### src/rtl/nla_pkg.sv
// Shared constants and helpers for the result path: default widths, shift derivation, saturation.
package nla_pkg;

    localparam int DEF_DATA_WIDTH = 32;
    localparam int DEF_FRAC_IN    = 16;
    localparam int DEF_OUT_WIDTH  = 16;
    localparam int DEF_FRAC_OUT   = 8;
    localparam int DEF_ADDR_LINES = 2;

    // Widest value sat_trunc can accept; callers sign-extend into it.
    localparam int SAT_W = 64;

    typedef struct packed {
        logic signed [SAT_W-1:0] word;
        logic                    sat;
    } sat_res_t;

    function automatic int shift_amount(input int frac_in, input int frac_out);
        return frac_in - frac_out;
    endfunction

    localparam int DEF_SH = shift_amount(DEF_FRAC_IN, DEF_FRAC_OUT);

    // Clamp a signed value into a 'width'-bit signed range; the word stays sign-extended.
    function automatic sat_res_t sat_trunc(input logic signed [SAT_W-1:0] value, input int width);
        sat_res_t                r;
        logic signed [SAT_W-1:0] max_v;
        logic signed [SAT_W-1:0] min_v;
        max_v  = (64'sd1 <<< (width - 1)) - 64'sd1;
        min_v  = -max_v - 64'sd1;
        r.word = value;
        r.sat  = 1'b0;
        if (value > max_v) begin
            r.word = max_v;
            r.sat  = 1'b1;
        end else if (value < min_v) begin
            r.word = min_v;
            r.sat  = 1'b1;
        end
        return r;
    endfunction

endpackage

### src/rtl/result_fifo.sv
// Small synchronous FIFO with occupancy count and a registered head word.
// Accepts a push while full when a pop happens in the same cycle.
module result_fifo
    import nla_pkg::*;
#(
    parameter int WIDTH      = DEF_OUT_WIDTH,
    parameter int ADDR_LINES = DEF_ADDR_LINES
) (
    input  logic                  clk_i,
    input  logic                  rstn_i,
    input  logic                  clear_i,
    input  logic                  push_i,
    input  logic [WIDTH-1:0]      wdata_i,
    input  logic                  pop_i,
    output logic [WIDTH-1:0]      rdata_o,
    output logic [ADDR_LINES:0]   count_o,
    output logic                  full_o,
    output logic                  empty_o
);

    localparam int DEPTH = 2 ** ADDR_LINES;
    localparam logic [ADDR_LINES:0] FULL_CNT = (ADDR_LINES + 1)'(DEPTH);
    localparam logic [ADDR_LINES:0] ONE_CNT  = (ADDR_LINES + 1)'(1);

    logic [WIDTH-1:0]      mem_q [DEPTH];
    logic [ADDR_LINES-1:0] wr_ptr_q, wr_ptr_d;
    logic [ADDR_LINES-1:0] rd_ptr_q, rd_ptr_d;
    logic [ADDR_LINES-1:0] rd_next;
    logic [ADDR_LINES:0]   count_q, count_d;
    logic [WIDTH-1:0]      head_q, head_d;
    logic                  pop_ok;
    logic                  push_ok;

    assign full_o  = (count_q == FULL_CNT);
    assign empty_o = (count_q == '0);
    assign count_o = count_q;
    assign rdata_o = head_q;

    always_comb begin
        pop_ok   = pop_i && !empty_o && !clear_i;
        push_ok  = push_i && (!full_o || pop_ok) && !clear_i;
        rd_next  = rd_ptr_q + ADDR_LINES'(1);
        wr_ptr_d = wr_ptr_q;
        rd_ptr_d = rd_ptr_q;
        head_d   = head_q;
        count_d  = count_q + (ADDR_LINES + 1)'(push_ok) - (ADDR_LINES + 1)'(pop_ok);

        if (pop_ok) begin
            rd_ptr_d = rd_next;
        end
        if (push_ok) begin
            wr_ptr_d = wr_ptr_q + ADDR_LINES'(1);
        end

        // The head comes straight from the write port when the FIFO is (about to be) empty,
        // otherwise from the next stored entry, so data_o never depends on ready.
        if (push_ok && (empty_o || (pop_ok && count_q == ONE_CNT))) begin
            head_d = wdata_i;
        end else if (pop_ok) begin
            head_d = mem_q[rd_next];
        end

        if (clear_i) begin
            wr_ptr_d = '0;
            rd_ptr_d = '0;
            count_d  = '0;
            head_d   = '0;
        end
    end

    always_ff @(posedge clk_i or negedge rstn_i) begin
        if (!rstn_i) begin
            wr_ptr_q <= '0;
            rd_ptr_q <= '0;
            count_q  <= '0;
            head_q   <= '0;
        end else begin
            wr_ptr_q <= wr_ptr_d;
            rd_ptr_q <= rd_ptr_d;
            count_q  <= count_d;
            head_q   <= head_d;
        end
    end

    always_ff @(posedge clk_i) begin
        if (push_ok) begin
            mem_q[wr_ptr_q] <= wdata_i;
        end
    end

endmodule

### src/rtl/mac_result_stage.sv
// MAC result capture, fixed-point conversion (shift, saturate) and output FIFO with sticky status.
// Build option: define NLA_RESULT_ROUND_EN to round half up instead of truncating.
module mac_result_stage
    import nla_pkg::*;
#(
    parameter int DATA_WIDTH = DEF_DATA_WIDTH,
    parameter int FRAC_IN    = DEF_FRAC_IN,
    parameter int OUT_WIDTH  = DEF_OUT_WIDTH,
    parameter int FRAC_OUT   = DEF_FRAC_OUT,
    parameter int ADDR_LINES = DEF_ADDR_LINES
) (
    input  logic                  clk_i,
    input  logic                  rstn_i,
    input  logic [DATA_WIDTH-1:0] res_i,
    input  logic                  res_ld_i,
    input  logic                  clear_i,
    output logic [OUT_WIDTH-1:0]  data_o,
    output logic                  valid_o,
    input  logic                  ready_i,
    output logic [ADDR_LINES:0]   count_o,
    output logic                  sat_o,
    output logic                  ovf_o
);

    localparam int SH = shift_amount(FRAC_IN, FRAC_OUT);

    if (FRAC_IN < FRAC_OUT || OUT_WIDTH > DATA_WIDTH || DATA_WIDTH >= SAT_W || ADDR_LINES < 1)
    begin : g_param_check
        $error("mac_result_stage: illegal parameter combination");
    end

`ifdef NLA_RESULT_ROUND_EN
    localparam int RND_POS = (SH > 0) ? SH - 1 : 0;
    // Half an output LSB; zero when there is nothing to shift out.
    localparam logic signed [DATA_WIDTH:0] RND_ADD = (DATA_WIDTH + 1)'(SH > 0) << RND_POS;
`endif

    // One extra bit of headroom keeps the rounding add from wrapping at the positive limit.
    function automatic logic signed [DATA_WIDTH:0] shift_round(input logic signed [DATA_WIDTH-1:0] v);
        logic signed [DATA_WIDTH:0] ext;
        ext = {v[DATA_WIDTH-1], v};
`ifdef NLA_RESULT_ROUND_EN
        ext = ext + RND_ADD;
`endif
        return ext >>> SH;
    endfunction

    logic signed [DATA_WIDTH-1:0] res_p1_q, res_p1_d;
    logic                         vld_p1_q, vld_p1_d;
    logic signed [DATA_WIDTH:0]   res_p2_q, res_p2_d;
    logic                         vld_p2_q, vld_p2_d;
    logic                         sat_q, sat_d;
    logic                         ovf_q, ovf_d;
    sat_res_t                     sat_p2;
    logic [OUT_WIDTH-1:0]         word_p2;
    logic                         sat_word_unused;
    logic                         fifo_push;
    logic                         fifo_pop;
    logic                         fifo_full;
    logic                         fifo_empty;

    always_comb begin
        // S1: capture
        vld_p1_d = res_ld_i && !clear_i;
        res_p1_d = res_ld_i ? res_i : res_p1_q;

        // S1 -> S2: shift (and optional round)
        vld_p2_d = vld_p1_q && !clear_i;
        res_p2_d = vld_p1_q ? shift_round(res_p1_q) : res_p2_q;

        // S2 -> FIFO: saturate and write
        sat_p2          = sat_trunc(SAT_W'(res_p2_q), OUT_WIDTH);
        word_p2         = sat_p2.word[OUT_WIDTH-1:0];
        sat_word_unused = ^sat_p2.word[SAT_W-1:OUT_WIDTH];
        fifo_push       = vld_p2_q && !clear_i;
        fifo_pop        = ready_i && !fifo_empty;

        sat_d = sat_q || (vld_p2_q && sat_p2.sat);
        ovf_d = ovf_q || (fifo_push && fifo_full && !fifo_pop);
        if (clear_i) begin
            sat_d = 1'b0;
            ovf_d = 1'b0;
        end
    end

    always_ff @(posedge clk_i or negedge rstn_i) begin
        if (!rstn_i) begin
            vld_p1_q <= 1'b0;
            vld_p2_q <= 1'b0;
            sat_q    <= 1'b0;
            ovf_q    <= 1'b0;
        end else begin
            vld_p1_q <= vld_p1_d;
            vld_p2_q <= vld_p2_d;
            sat_q    <= sat_d;
            ovf_q    <= ovf_d;
        end
    end

    always_ff @(posedge clk_i) begin
        res_p1_q <= res_p1_d;
        res_p2_q <= res_p2_d;
    end

    result_fifo #(
        .WIDTH      (OUT_WIDTH),
        .ADDR_LINES (ADDR_LINES)
    ) u_fifo (
        .clk_i   (clk_i),
        .rstn_i  (rstn_i),
        .clear_i (clear_i),
        .push_i  (fifo_push),
        .wdata_i (word_p2),
        .pop_i   (fifo_pop),
        .rdata_o (data_o),
        .count_o (count_o),
        .full_o  (fifo_full),
        .empty_o (fifo_empty)
    );

    assign valid_o = !fifo_empty;
    assign sat_o   = sat_q;
    assign ovf_o   = ovf_q;

endmodule
### config.mk
export PLATFORM = sky130hd
export DESIGN_NAME = mac_result_stage
export DESIGN_NICKNAME = d
export VERILOG_FILES = /design/src/rtl/nla_pkg.sv /design/src/rtl/result_fifo.sv /design/src/rtl/mac_result_stage.sv
export SDC_FILE = /design/constraint.sdc
export NUM_CORES = 1
export LEC_CHECK = 0
export BUFFER_PORTS_ARGS = -buffer_cell sky130_fd_sc_hd__buf_2
export CAP_MARGIN = 10
export CELL_PAD_IN_SITES_DETAIL_PLACEMENT = 0
export CELL_PAD_IN_SITES_GLOBAL_PLACEMENT = 2
export CORE_MARGIN = 5
export CORE_UTILIZATION = 42
export DETAILED_ROUTE_END_ITERATION = 6
export PLACE_DENSITY_LB_ADDON = 0.1
export SYNTH_ARGS = -nofsm -noshare
export SYNTH_HDL_FRONTEND = slang
export SYNTH_SLANG_ARGS = --single-unit
### constraint.sdc
create_clock -name clk_i -period 2.8 [get_ports clk_i]
set_input_delay 0.28 -clock clk_i [delete_from_list [all_inputs] [get_ports clk_i]]
set_output_delay 0.28 -clock clk_i [all_outputs]
set_load 0.1 [all_outputs]
Yosys cells after proc, flatten, opt, wreduce, memory -nomap -nowiden
Memory sizes are Yosys's and may differ from the RTL's. Index checks and enable logic that the tools add are counted.

Input bits: 37. Bits in writable memories: 64. Bits in registers: 83. Output and inout port bits: 22. Logic and storage cells: 58. Memories kept: 1.

Memory list: u_fifo.mem_q (depth 4, width 16, rd ports 1, clocked after memory_dff 0, wr ports 1, line result_fifo.sv:25) `logic [WIDTH-1:0] mem_q [DEPTH];`.

$lt $le $gt $ge: 2. Mux-type cells: 14. $add $sub $neg: 4. Reduce and logical (&&, ||, !) cells: 25. Equality and inequality tests: 2.

Operators with widths (number): $mux W16 (3); $mux W17 (2); $gt A24 B16 Y1 const B (1); $lt A24 B16 Y1 const B (1); $logic_and A1 B1 Y1 (13); $mux W2 (4); $add A2 B1 Y2 const B (2); $logic_not A1 Y1 (4); $logic_or A1 B1 Y1 (4); $mux W1 (4); $reduce_bool A2 Y1 (2); $add A3 B1 Y3 (1); $eq A3 B1 Y1 const B (1); $eq A3 B3 Y1 const B (1); $logic_not A3 Y1 (1); $mux W3 (1); $reduce_bool A3 Y1 (1); $sub A3 B1 Y3 (1).

Longest topological paths before layout
Gate-level depths: netlist (run 1).

Depth in word-level cells: 11. Gate-level depth with buffers: 11. Depth with buffers taken out: 11.

Hierarchy
From an unflattened synthesis (run 1), not the netlist that was laid out.

Cells, all modules: 285. Area total of the unflattened synthesis: 5470.2 µm².

Modules (own cells, without submodules): result_fifo (area each 3661.0 µm², cells each 195, seq. area each 2497.4 µm², instances 1); mac_result_stage (area each 1809.2 µm², cells each 90, seq. area each 1541.5 µm², instances 1).

Least setup slack after synthesis (run 1)
Ideal clock, no wire load.

Path type: reg-to-reg. Start: register u_fifo.count_q[1], in the netlist u_fifo.count_o[1]. End: register u_fifo.count_q[2], in the netlist u_fifo.count_o[2]. Clock period less this slack: 3.266 ns. Library setup time: 0.132 ns. Buffers on the path: 0. Stages on the path, launching flop included: 12. Setup slack: -0.466 ns. Arrival time: 3.134 ns. Required time: 2.668 ns. Cell sequence: dfrtp_1 -> nor3_1 -> inv_1 -> nand2_1 -> nor2_1 -> ha_1 -> inv_1 -> ha_1 -> inv_1 -> fa_1 -> xnor2_1 -> nor2_1.

Longest elaborated chain between the ends: 11. Elaborated cells between the ends (all ways): 13. Those cells by class: 2 x add/sub; 1 x eq/ne; 1 x mux; 9 x reduce/logical.

RTL lines: start: declaration (line result_fifo.sv:29) `logic [ADDR_LINES:0] count_q, count_d;`; start signal: assignment (line result_fifo.sv:80) `count_q <= count_d;`; $logic_not A3 Y1 * (line result_fifo.sv:35) `assign empty_o = (count_q == '0);`; $logic_not A1 Y1 *; via valid_o (line mac_result_stage.sv:18) `output logic valid_o,`; $logic_and A1 B1 Y1 (line mac_result_stage.sv:76) `fifo_pop = ready_i && !fifo_empty;`; $logic_and A1 B1 Y1 * (2 in a row) (line result_fifo.sv:40) `pop_ok = pop_i && !empty_o && !clear_i;`; $logic_or A1 B1 Y1 (line result_fifo.sv:41) `push_ok = push_i && (!full_o || pop_ok) && !clear_i;`; $logic_and A1 B1 Y1 (2 in a row) (line result_fifo.sv:41); $add A3 B1 Y3 (line result_fifo.sv:46) `count_d = count_q + (ADDR_LINES + 1)'(push_ok) - (ADDR_LINES + 1)'(pop_ok);`; $sub A3 B1 Y3 * (line result_fifo.sv:46); $mux W3 * (line result_fifo.sv:63) `if (clear_i) begin`; via u_fifo.count_d[2] (line result_fifo.sv:29).

The timed path passes the listed nets; every way through them passes the cells marked *. A chain may end at the register's enable or synchronous reset.

Worst setup path after layout (run 1)
Start: register u_fifo.count_q[1], in the netlist u_fifo.count_o[1]. End: register u_fifo.count_q[2], in the netlist u_fifo.count_o[2].

Longest elaborated chain between the ends: 11. Elaborated cells between the ends (all ways): 13. Those cells by class: 2 x add/sub; 1 x eq/ne; 1 x mux; 9 x reduce/logical.

RTL lines (line): $logic_not A3 Y1 (result_fifo.sv:35); $logic_not A1 Y1 (result_fifo.sv:40, mac_result_stage.sv:76); $logic_and A1 B1 Y1 (mac_result_stage.sv:76); $logic_and A1 B1 Y1 (2 in a row) (result_fifo.sv:40); $logic_or A1 B1 Y1 (result_fifo.sv:41); $logic_and A1 B1 Y1 (2 in a row) (result_fifo.sv:41); $add A3 B1 Y3 (result_fifo.sv:46); $sub A3 B1 Y3 * (result_fifo.sv:46); $mux W3 * (result_fifo.sv:63); via u_fifo.count_d[2] (result_fifo.sv:29).

Marked as above.

==> results by group, run 1 <==
Global routing
  • First-pass GRT wire length: 16,800 um
  • Initial antenna violation count: 0
  • GRT Total Usage: 15.8%
  • GR Overflow Total: 0
  • Vias in the first global route: 3,067
  • Largest net degree at the start of global routing: 31

Synth
  • Post-Syn Area: 5370 um^2
  • EDFF count, synth: 112
  • Flops & latches, synth: 139
  • Syn_area_per_cell: 16.5 um^2
  • Most used flip-flop cell after synthesis: edfxtp_1
  • Sequential area share after synthesis: 75.2%
  • Mapped Cells: 326
  • Total nets after synthesis: 370
  • Yosys Warn Count: 0
  • Asr flop ratio synth: 19.4%
  • Post-synthesis cell type count: 34

Layout
  • Layout cells sized above 1: 28.6%
  • Final #Nets: 436
  • Layout area overhead: 21.0%
  • Ant. Diodes: 0

Clock network
  • CTS clk-pin slew, worst paths: 0.06 ns
  • CTS Buf Count: 17
  • CTS resizes: 0
  • Clk_lat worst skew: 0.42 ns
  • Clock sinks: 139
  • CTS tree: built
  • Clock Tree Buf Depth: 2
  • H-tree depth: 4
  • Post-CTS Hold Buffers: 1
  • Root buf cell: clkbuf_16
  • Postcts setup bufs: 0

Timing
  • Fin crit period: 2.23 ns
  • Setup tns final: 0 ns
  • Slew headroom: 43.7%
  • Final setup margin: 0.571 ns
  • Layout Skew: 0.0104 ns
  • Final period utilization: 79.6%
  • Hold Vio Cnt, Final: 0
  • Peak Freq: 449 MHz
  • Slew @ Worst Pin: 0.844 ns
  • RSZ-0062 raised after global routing: no
  • Max-slew violations: 0
  • Finish-stage setup viols: 0

Floorplanning
  • Initial core utilization: 42.7%
  • Die ar.: 15,200 um^2
  • Die Wd: 123 um
  • I/O pin count: 59
  • CORE AREA: 12,600 um^2
  • Num rows: 41
  • Chip Height: 123 um

Pwr
  • Sw Pwr: 1.74 mW
  • Logic pwr share: 18.3%
  • Total leakage power: 2.40 nW
  • Tot Pwr: 5.96 mW
  • Cell Int Power: 4.22 mW
  • Power density cells: 916 nW/um^2
  • Clk pwr share: 39.9%
  • Switching share of power: 29.2%
  • Sequential share of power: 41.7%
  • VDD IR max: 0.000488 V

Detailed routing
  • Avg WL per Cell: 18.7 um
  • Via Count: 2,925
  • Avg Vias per Cell: 5.07
  • # DRC: 0
  • Detail Route Antenna Nets: 0
  • Router iterations before antenna repair: 4
  • Initial DRC Count: 175
  • WL final: 10,800 um

Worst setup path
  • Worst EP arrival: 2.52 ns
  • Critical Path RT: 3.09 ns
  • Worst Setup SP: u_fifo.count_o[1]
  • Startpoint Class: flip-flop
  • Crit-path leading delay family: adder cells
  • Critical-path cell list: nor3_1, inv_2, nand2_1, nor2_1, ha_1, inv_1, ha_1, inv_1, fa_1, xnor2_1, nor2_1
  • Reg2Reg Launch Point: u_fifo.count_o[1]
  • Slowest cell on the critical path: dfrtp_2
  • CP max stage delay: 0.48 ns
  • Worst Path Buf+Inv: 3
  • Critical path fanouts, max: 9
  • Worst Setup Path Type: reg -> reg
  • Crit path capture type: flip-flop

Placed design
  • Port buffer count: 50
  • Post-place setup slack: 0.575 ns
  • GP Congestion: 0.710
  • Final HPWL DP: 6410 um

Status
  • Status: completed

Worst hold path
  • Hold Crit Class: in -> reg
  • Hold Startpoint: res_i[15]

Flow run
  • MaxCap Viol Count: 0
-- worst register-to-register path: cells and delay by family (launching register included) --
kind                       cells  cell delay (ns)
buffers and inverters          3             0.16
and+or+nand+nor                4             0.53
adders and majority gates      3             0.77
DFF                            1             0.48
xor gates and xnor gates       1             0.16
-- cells in the final DEF (no fill, tap or decap), types with 4 or more instances in the layout --
master     count
dfrtp_1       24
clkinv_2       4
buf_4         12
edfxtp_1     112
o21ai_1       15
a21oi_1       33
buf_2         50
and2_1         4
clkbuf_16     17
bufinv_16      5
nand2_1       21
nor2_1        24
ha_1           6
a22oi_1       15
mux4_2        16
inv_1          6
nor2b_1        6
-- state kept, by name, indices dropped and copies added, names as in the netlist --
register	flops
u_fifo.mem_q	64
res_p1_q	24
res_p2_q	24
u_fifo.rdata_o	16
u_fifo.count_o	3
u_fifo.rd_ptr_q	2
u_fifo.wr_ptr_q	2
ovf_o	1
sat_o	1
vld_p1_q	1
vld_p2_q	1
-- cell usage after synthesis (4+ instances only) --
cell type	n	area, um^2
and2_1	4	25.0
ha_1	6	75.1
dfrtp_1	27	676
edfxtp_1	112	3360
mux4_2	16	360
a21oi_1	33	165
buf_2	4	20.0
inv_1	7	26.3
nand2_1	21	78.8
clkbuf_1	11	41.3
o21ai_1	15	75.1
nor2_1	24	90.1
nor2b_1	6	37.5
a22oi_1	15	113
-- power groups by stage --
stage	Combinational [mW]	Sequential (mW)	Clock, mW
floorplan	0.427	2.95	0
global placement	1.10	2.52	0
detailed placement	1.11	2.53	0
CTS	1.11	2.49	2.43
global route	1.16	2.50	2.53
finish	1.09	2.48	2.38
-- layer usage --
metal  share of wire (%)  up-vias  routed length (um)  global-route usage (%)
li1                    -     1382                   -                       -
met1                  42     1476                4580                    19.0
met2                  52       59                5640                    26.7
met3                 4.0        8                 434                    4.80
met4                 1.6        0                 170                    6.02
met5                   0        -                   0                       0
-- logic make-up after synthesis --
kind of cell,synth area share [%]
multiplexers,6.71
buffers and inverters,1.84
XOR/XNOR,0.815
flip-flops,75.2
adder cells (fa/ha/maj),1.77
AO/OA/AOI/OAI,7.76
AND/OR/NAND/NOR,5.92
-- layout make-up --
cell class / instances / area (um^2)
sequential: 139 / 4040
tap: 172 / 215
timing repair buffer: 63 / 350
multi-input combinational: 164 / 1230
inverter: 7 / 26.3
fill: 1051 / 6070
clock inverter: 13 / 199
clock buffer: 19 / 433
-- final timing paths --
check | end | slack [ns] | cells after the start
max | u_fifo.count_o[2] | 0.57 | 11
min | res_p1_q[15] | 0.04 | 1
max reg2reg | u_fifo.count_o[2] | 0.57 | 11
min reg2reg | res_p2_q[19] | 0.41 | 0
max in group asynchronous | u_fifo.count_o[2] | 1.85 | 2
min in group asynchronous | u_fifo.count_o[0] | 0.45 | 2
-- per-stage QoR --
step                instance area [um^2]  utilization, %  hold WS, ns  std cells
finish                              6500            51.7       0.0384        577
global route                        6500            51.7       0.0131        577
CTS                                 6500            51.7       0.0150        577
detailed placement                  5860            46.6        0.382        544
global placement                    5860            46.6        0.384        544
floorplan                           5380               -      -0.0156        326
No activity file was read; power rests on OpenSTA's default activity.
==> run 2: changes to the inputs <==
Settings changed: CORE_UTILIZATION 42 to 38.
Clock period 2.8 ns to 1.88 ns, I/O delays scaled along.
==> run 2 against run 1 <==
Net effect:
- the flow now finishes with violations (setup timing)
- worst hold slack improved by 0.019 ns
- via count increased by 5.3%
- core utilization shrank 1.2 points
- wire length is 10% higher
- sequential power up 49%
- first-iteration DRC count shrank 13%
- design area up 7.9%
- cell count is 8.8% higher
- critical path type unchanged
==> results by group, run 2 (same netlist as run 1, synthesis figures left out) <==
Floorplanning
  • Die Wd: 129 um (+4.7%)
  • Chip Height: 129 um (+4.7%)
  • CORE AREA: 13,900 um^2 (+10%)
  • Initial core utilization: 38.7% (-4.0 points)
  • Die ar.: 16,600 um^2 (+9.6%)
  • Num rows: 43 (+4.9%)
  • I/O pin count: 59 (unchanged)

Worst setup path
  • Critical path fanouts, max: 2 (-7)
  • Slowest cell on the critical path: fa_2
  • Worst EP arrival: 2.37 ns (-0.15 ns)
  • Setup slack, reg-to-reg: -0.19 ns (-0.76 ns)
  • CP max stage delay: 0.51 ns (+0.03 ns)
  • Critical-path cell list: nor3_4, inv_6, nand2_4, nor2_1, ha_1, inv_1, ha_2, inv_2, fa_2, nor2_1
  • Startpoint Class: flip-flop
  • Critical Path RT: 2.18 ns (-0.91 ns)
  • Crit path capture type: flip-flop
  • Crit path top cell by count: nor2_1
  • Worst Setup Path Type: reg -> reg

Global routing
  • GR Overflow Total: 0 (unchanged)
  • Largest net degree at the start of global routing: 31 (unchanged)
  • First-pass GRT wire length: 19,100 um (+13%)
  • Vias in the first global route: 3,339 (+8.9%)
  • Initial antenna violation count: 0 (unchanged)
  • GRT Total Usage: 15.7% (about the same)

Placed design
  • Post-place setup slack: -0.185 ns (-0.760 ns)
  • Port buffer count: 50 (unchanged)
  • Final HPWL DP: 7050 um (+9.9%)
  • GP Congestion: 0.713 (+0.35%)

Detailed routing
  • Via Count: 3,081 (+5.3%)
  • Avg WL per Cell: 19.0 um (+1.4%)
  • Detail Route Antenna Nets: 0 (unchanged)
  • Met3 Wirelength: 536 um (+24%)
  • WL met1: 5260 um (+15%)
  • Initial DRC Count: 153 (-13%)
  • DR WL met2: 5890 um (+4.5%)
  • Avg Vias per Cell: 4.91 (-3.2%)
  • # DRC: 0 (unchanged)
  • Uppermost layer routed: met4
  • Router iterations before antenna repair: 4 (unchanged)
  • WL final: 11,900 um (+10%)

Layout
  • Fillers: 1,176 (+12%)
  • Commonest cells after routing, fill and taps aside: edfxtp_1 (112), buf_2 (50), a21oi_1 (33), dlygate4sd3_1 (25)
  • Commonest non-fill, non-tap cell in the layout: edfxtp_1
  • Final #Nets: 479 (+9.9%)
  • Max reg flops: 64 (unchanged)
  • Layout area overhead: 30.6%
  • Largest regs: u_fifo.mem_q (64), res_p1_q (24), res_p2_q (24)
  • Largest Register: u_fifo.mem_q
  • Layout cells sized above 1: 31.3% (+2.6 points)
  • Ant. Diodes: 0 (unchanged)

Clock network
  • CTS clk-pin slew, worst paths: 0.06 ns (about the same)
  • Root buf cell: clkbuf_16
  • Clock sinks: 139 (unchanged)
  • CTS tree: built
  • Clock Tree Buf Depth: 2 (unchanged)
  • Clk_lat worst skew: 0.41 ns (about the same)
  • H-tree depth: 4 (unchanged)
  • CTS Buf Count: 17 (unchanged)

Timing
  • Fin Hold WS: 0.0570 ns (+0.0187 ns)
  • Finish-stage setup viols: 2 (+2)
  • Final period utilization: 110% (+30 points)
  • Layout Skew: 0.00560 ns (-0.00483 ns)
  • Peak Freq: 483 MHz (+7.7%)
  • Max-slew violations: 0 (unchanged)
  • Slew @ Worst Pin: 0.575 ns (-0.269 ns)
  • Hold Vio Cnt, Final: 0 (unchanged)
  • Slew headroom: 61.7% (+18 points)
  • Fin crit period: 2.07 ns (-0.160 ns)
  • RSZ-0062 raised after global routing: yes
  • Final setup margin: -0.189 ns (-0.760 ns)

Pwr
  • Power density cells: 1270 nW/um^2 (+39%)
  • Total leakage power: 2.61 nW (+8.8%)
  • VDD IR max: 0.000670 V (+37%)

Worst hold path
  • Hold Crit Class: in -> reg

Status
  • Violated checks: setup timing
  • Status: finished, violations left

Flow run
  • MaxCap Viol Count: 0 (unchanged)
-- run 2: cell types whose count changed in the layout (fill, tap and decap cells not counted), sizes merged --
cell	before	now
buf	62	81
clkbuf	19	22
clkinv	7	6
dlygate4sd3	1	25
bufinv	5	3
-- run 2: final timing paths --
check,endpoint,startpoint,cells past startpoint
hold / removal,vld_p1_q,clear_i,2
hold reg to reg,res_p2_q[17],res_p1_q[25],0
min in group asynchronous,vld_p1_q,rstn_i,2
setup / recovery,u_fifo.count_o[1],u_fifo.count_o[0],10
max in group asynchronous,u_fifo.rdata_o[2],rstn_i,3
setup reg to reg,u_fifo.count_o[1],u_fifo.count_o[0],10
-- run 2: metrics by stage --
step	util [%]	total power [mW]	std cells	TNS [ns]	area, um^2
6_report	50.5	8.91	628	-0.343	7010
5_1_grt	50.5	9.28	628	-6.68	7010
4_1_cts	50.4	9.00	627	-0.330	7000
3_5_place_dp	44.4	5.67	569	-4.66	6170
3_3_place_gp	44.4	5.65	569	-2.26	6170
2_1_floorplan	-	5.08	326	-1.06	5410
-- run 2: worst max-delay path, delay by kind of cell, from the launching register on --
family / cells / cell delay, ns
adders and majority gates: 3 / 0.94
buffers and inverters: 3 / 0.15
DFF: 1 / 0.48
and+or+nand+nor: 4 / 0.41
-- run 2: power by group --
part           switching [mW]  total (mW)  internal [mW]
sequential              0.120        3.69           3.57
clock                    1.18        3.24           2.06
combinational            1.36        1.99          0.625
total                    2.66        8.91           6.26
-- run 2: final cells by class --
type / instances / area (um^2) / share of cell area [%]
Clock buffer: 22 / 444 / 6.33
Sequential cell: 139 / 4050 / 57.7
Timing Repair Buffer: 106 / 871 / 12.4
Tap cell: 180 / 225 / 3.21
Multi-Input combinational cell: 164 / 1270 / 18.1
Clock inverter: 10 / 124 / 1.77
Inverter: 7 / 31.3 / 0.446
-- run 2: per-layer routing --
layer,track usage (%),vias to the layer above
li1,-,1468
met1,20.5,1521
met2,25.5,73
met3,3.90,19
met4,6.24,0
met5,0,-
-- run 2: repair_timing --
item	in CTS	in global routing
setup buffers	1	1
hold endpoints to repair	42	0
gates resized for setup	1	3
hold buffers	25	0
setup endpoints to repair	66	66
pin swaps	1	1
==> run 3: changes to the inputs <==
Settings changed: CORE_ASPECT_RATIO set to 2, SLEW_MARGIN set to 0.
==> run 3 against run 2 <==
Net effect:
- the run still ends with setup timing left
- flip-flop and latch count is the same
- global-route usage up 0.17 points
- core utilization rose by 0.49 points
- clock skew is 0.0075 ns higher
==> results by group, run 3 (same netlist as run 1, synthesis figures left out) <==
Status
  • Status: finished, violations left
  • Violated checks: setup timing

Global routing
  • Largest net degree at the start of global routing: 31 (unchanged)
  • GRT Total Usage: 15.9% (+0.17 points)
  • Met2 Use GR: 28.4% (+2.9 points)
  • Met3 global-route usage: 2.95% (-0.95 points)
  • Vias in the first global route: 3,376 (+1.1%)
  • First-pass GRT wire length: 19,200 um (+0.83%)
  • Initial antenna violation count: 0 (unchanged)
  • GR Overflow Total: 0 (unchanged)
  • GRT busiest layer: met2
  • Routing usage on met1: 18.7% (-1.8 points)

Placed design
  • Placement Cell Area: 6160 um^2 (-0.10%)
  • Port buffer count: 50 (unchanged)
  • GP Congestion: 0.721 (+1.2%)
  • Final HPWL DP: 7850 um (+11%)
  • Post-place setup slack: -0.202 ns (-0.0171 ns)
  • Dpl cells: 579 (+1.8%)

Detailed routing
  • Router iterations before antenna repair: 4 (unchanged)
  • # DRC: 0 (unchanged)
  • Detail Route Antenna Nets: 0 (unchanged)
  • Initial DRC Count: 179 (+17%)
  • Via Count: 3,181 (+3.2%)
  • Avg WL per Cell: 19.3 um (+1.4%)
  • WL final: 12,300 um (+3.2%)
  • Avg Vias per Cell: 4.98 (+1.5%)

Floorplanning
  • CORE AREA: 13,900 um^2 (about the same)
  • I/O pin count: 59 (unchanged)
  • Num rows: 61 (+42%)
  • Die Wd: 94.1 um (-27%)
  • Chip Height: 178 um (+38%)
  • Initial core utilization: 38.7% (about the same)
  • Die ar.: 16,800 um^2 (+0.87%)

Flow run
  • MaxCap Viol Count: 0 (unchanged)

Pwr
  • Power density cells: 1280 nW/um^2 (+0.90%)
  • VDD IR max: 0.000838 V (+25%)
  • Total leakage power: 2.61 nW (about the same)
  • Tot Pwr: 9.09 mW (+1.9%)

Clock network
  • Clk_lat worst skew: 0.42 ns (about the same)
  • CTS clk-pin slew, worst paths: 0.06 ns (about the same)
  • CTS Buf Count: 17 (unchanged)
  • CTS tree: built
  • Clock sinks: 139 (unchanged)
  • Clock Tree Buf Depth: 2 (unchanged)
  • Root buf cell: clkbuf_16
  • H-tree depth: 4 (unchanged)

Layout
  • Fillers: 1,190 (+1.2%)
  • Final #Nets: 481 (+0.42%)
  • Finished Cell Area: 7090 um^2 (+1.0%)
  • Layout area overhead: 31.9%
  • Largest regs: u_fifo.mem_q (64), res_p1_q (24), res_p2_q (24)
  • Commonest non-fill, non-tap cell in the layout: edfxtp_1
  • Layout cells sized above 1: 34.9% (+3.6 points)
  • Largest Register: u_fifo.mem_q
  • Commonest cells after routing, fill and taps aside: edfxtp_1 (112), buf_2 (49), a21oi_1 (32), dlygate4sd3_1 (25), buf_4 (25)
  • Ant. Diodes: 0 (unchanged)
  • Final core utilization: 51.0% (+0.49 points)
  • Final std cells w/o fill: 639 (+1.8%)
  • Max reg flops: 64 (unchanged)

Worst setup path
  • Critical path fanouts, max: 2 (unchanged)
  • Worst EP arrival: 2.38 ns (about the same)
  • Startpoint Class: flip-flop
  • Critical Path RT: 2.21 ns (+0.03 ns)
  • Slowest cell on the critical path: dfrtp_4
  • Crit path capture type: flip-flop
  • Critical-path cell list: nor3_4, clkinv_4, nand2_4, nor2_4, ha_4, inv_2, ha_4, inv_2, fa_2, xnor2_2, nor2_1
  • CP max stage delay: 0.49 ns (-0.02 ns)
  • Worst Setup Path Type: reg -> reg

Timing
  • Slew @ Worst Pin: 0.743 ns (+0.168 ns)
  • Setup tns final: -2.31 ns (-1.96 ns)
  • RSZ-0062 raised after global routing: yes
  • Max-slew violations: 0 (unchanged)
  • Finish-stage setup viols: 66 (+64)
  • Final setup margin: -0.166 ns (+0.0232 ns)
  • Fin Hold WS: 0.0837 ns (+0.0266 ns)
  • Fin crit period: 2.05 ns (-0.0232 ns)
  • Peak Freq: 489 MHz (+1.1%)
  • Final period utilization: 109% (-1.2 points)
  • Slew headroom: 50.5% (-11 points)
  • Layout Skew: 0.0131 ns (+0.00750 ns)
  • Hold Vio Cnt, Final: 0 (unchanged)

Worst hold path
  • Hold Crit Class: in -> reg
run 3: cell count changes in the layout (fill, tap and decap cells not counted), sizes merged:
cell | before | now
clkinvlp | 1 | 5
buf | 81 | 83
clkinv | 6 | 1
inv | 7 | 13
clkbuf | 22 | 18
bufinv | 3 | 2
run 3: routing by layer:
metal	vias up	share of wire [%]
met5	-	0
met4	0	2.0
met3	17	3.4
met2	82	56
met1	1613	38
li1	1469	-
run 3: final cells by class:
type / count / area [um^2] / area share [%]
Sequential cell: 139 / 4050 / 57.2
Timing Repair Buffer: 108 / 863 / 12.2
Tap cell: 189 / 236 / 3.34
Inverter: 7 / 31.3 / 0.441
Clock inverter: 14 / 159 / 2.24
Clock buffer: 18 / 429 / 6.06
Multi-Input combinational cell: 164 / 1320 / 18.6
run 3: path summary, 6_finish.rpt:
check                             startpoint                 to  slack (ns)  depth (start not counted)
hold reg to reg                 res_p1_q[24]       res_p2_q[16]        0.41                          0
min in group asynchronous             rstn_i  u_fifo.rdata_o[1]        0.37                          2
setup reg to reg           u_fifo.count_o[2]  u_fifo.count_o[2]       -0.17                         11
hold / removal                       clear_i              ovf_o        0.08                          2
setup / recovery           u_fifo.count_o[2]  u_fifo.count_o[2]       -0.17                         11
max in group asynchronous             rstn_i  u_fifo.count_o[0]        0.95                          2
run 3: repair_timing:
| item | CTS | global route |
|---|---|---|
| setup endpoints to repair | 66 | 73 |
| gates resized for setup | 1 | 15 |
| hold buffers | 25 | 0 |
| setup buffers | 1 | 2 |
| hold endpoints to repair | 51 | 0 |
| pin swaps | 0 | 1 |
run 3: where the power goes:
part           switching [mW]  internal [mW]
Combinational            1.40          0.661
Sequential              0.112           3.57
Clock                    1.36           1.98
run 3: worst max-delay path: cells and delay by family, from the launching register on:
| kind | cells | cell delay [ns] |
|---|---|---|
| fa+ha+maj | 3 | 0.68 |
| flops | 1 | 0.49 |
| simple gates | 4 | 0.47 |
| buf+inv | 3 | 0.17 |
| xor+xnor | 1 | 0.14 |
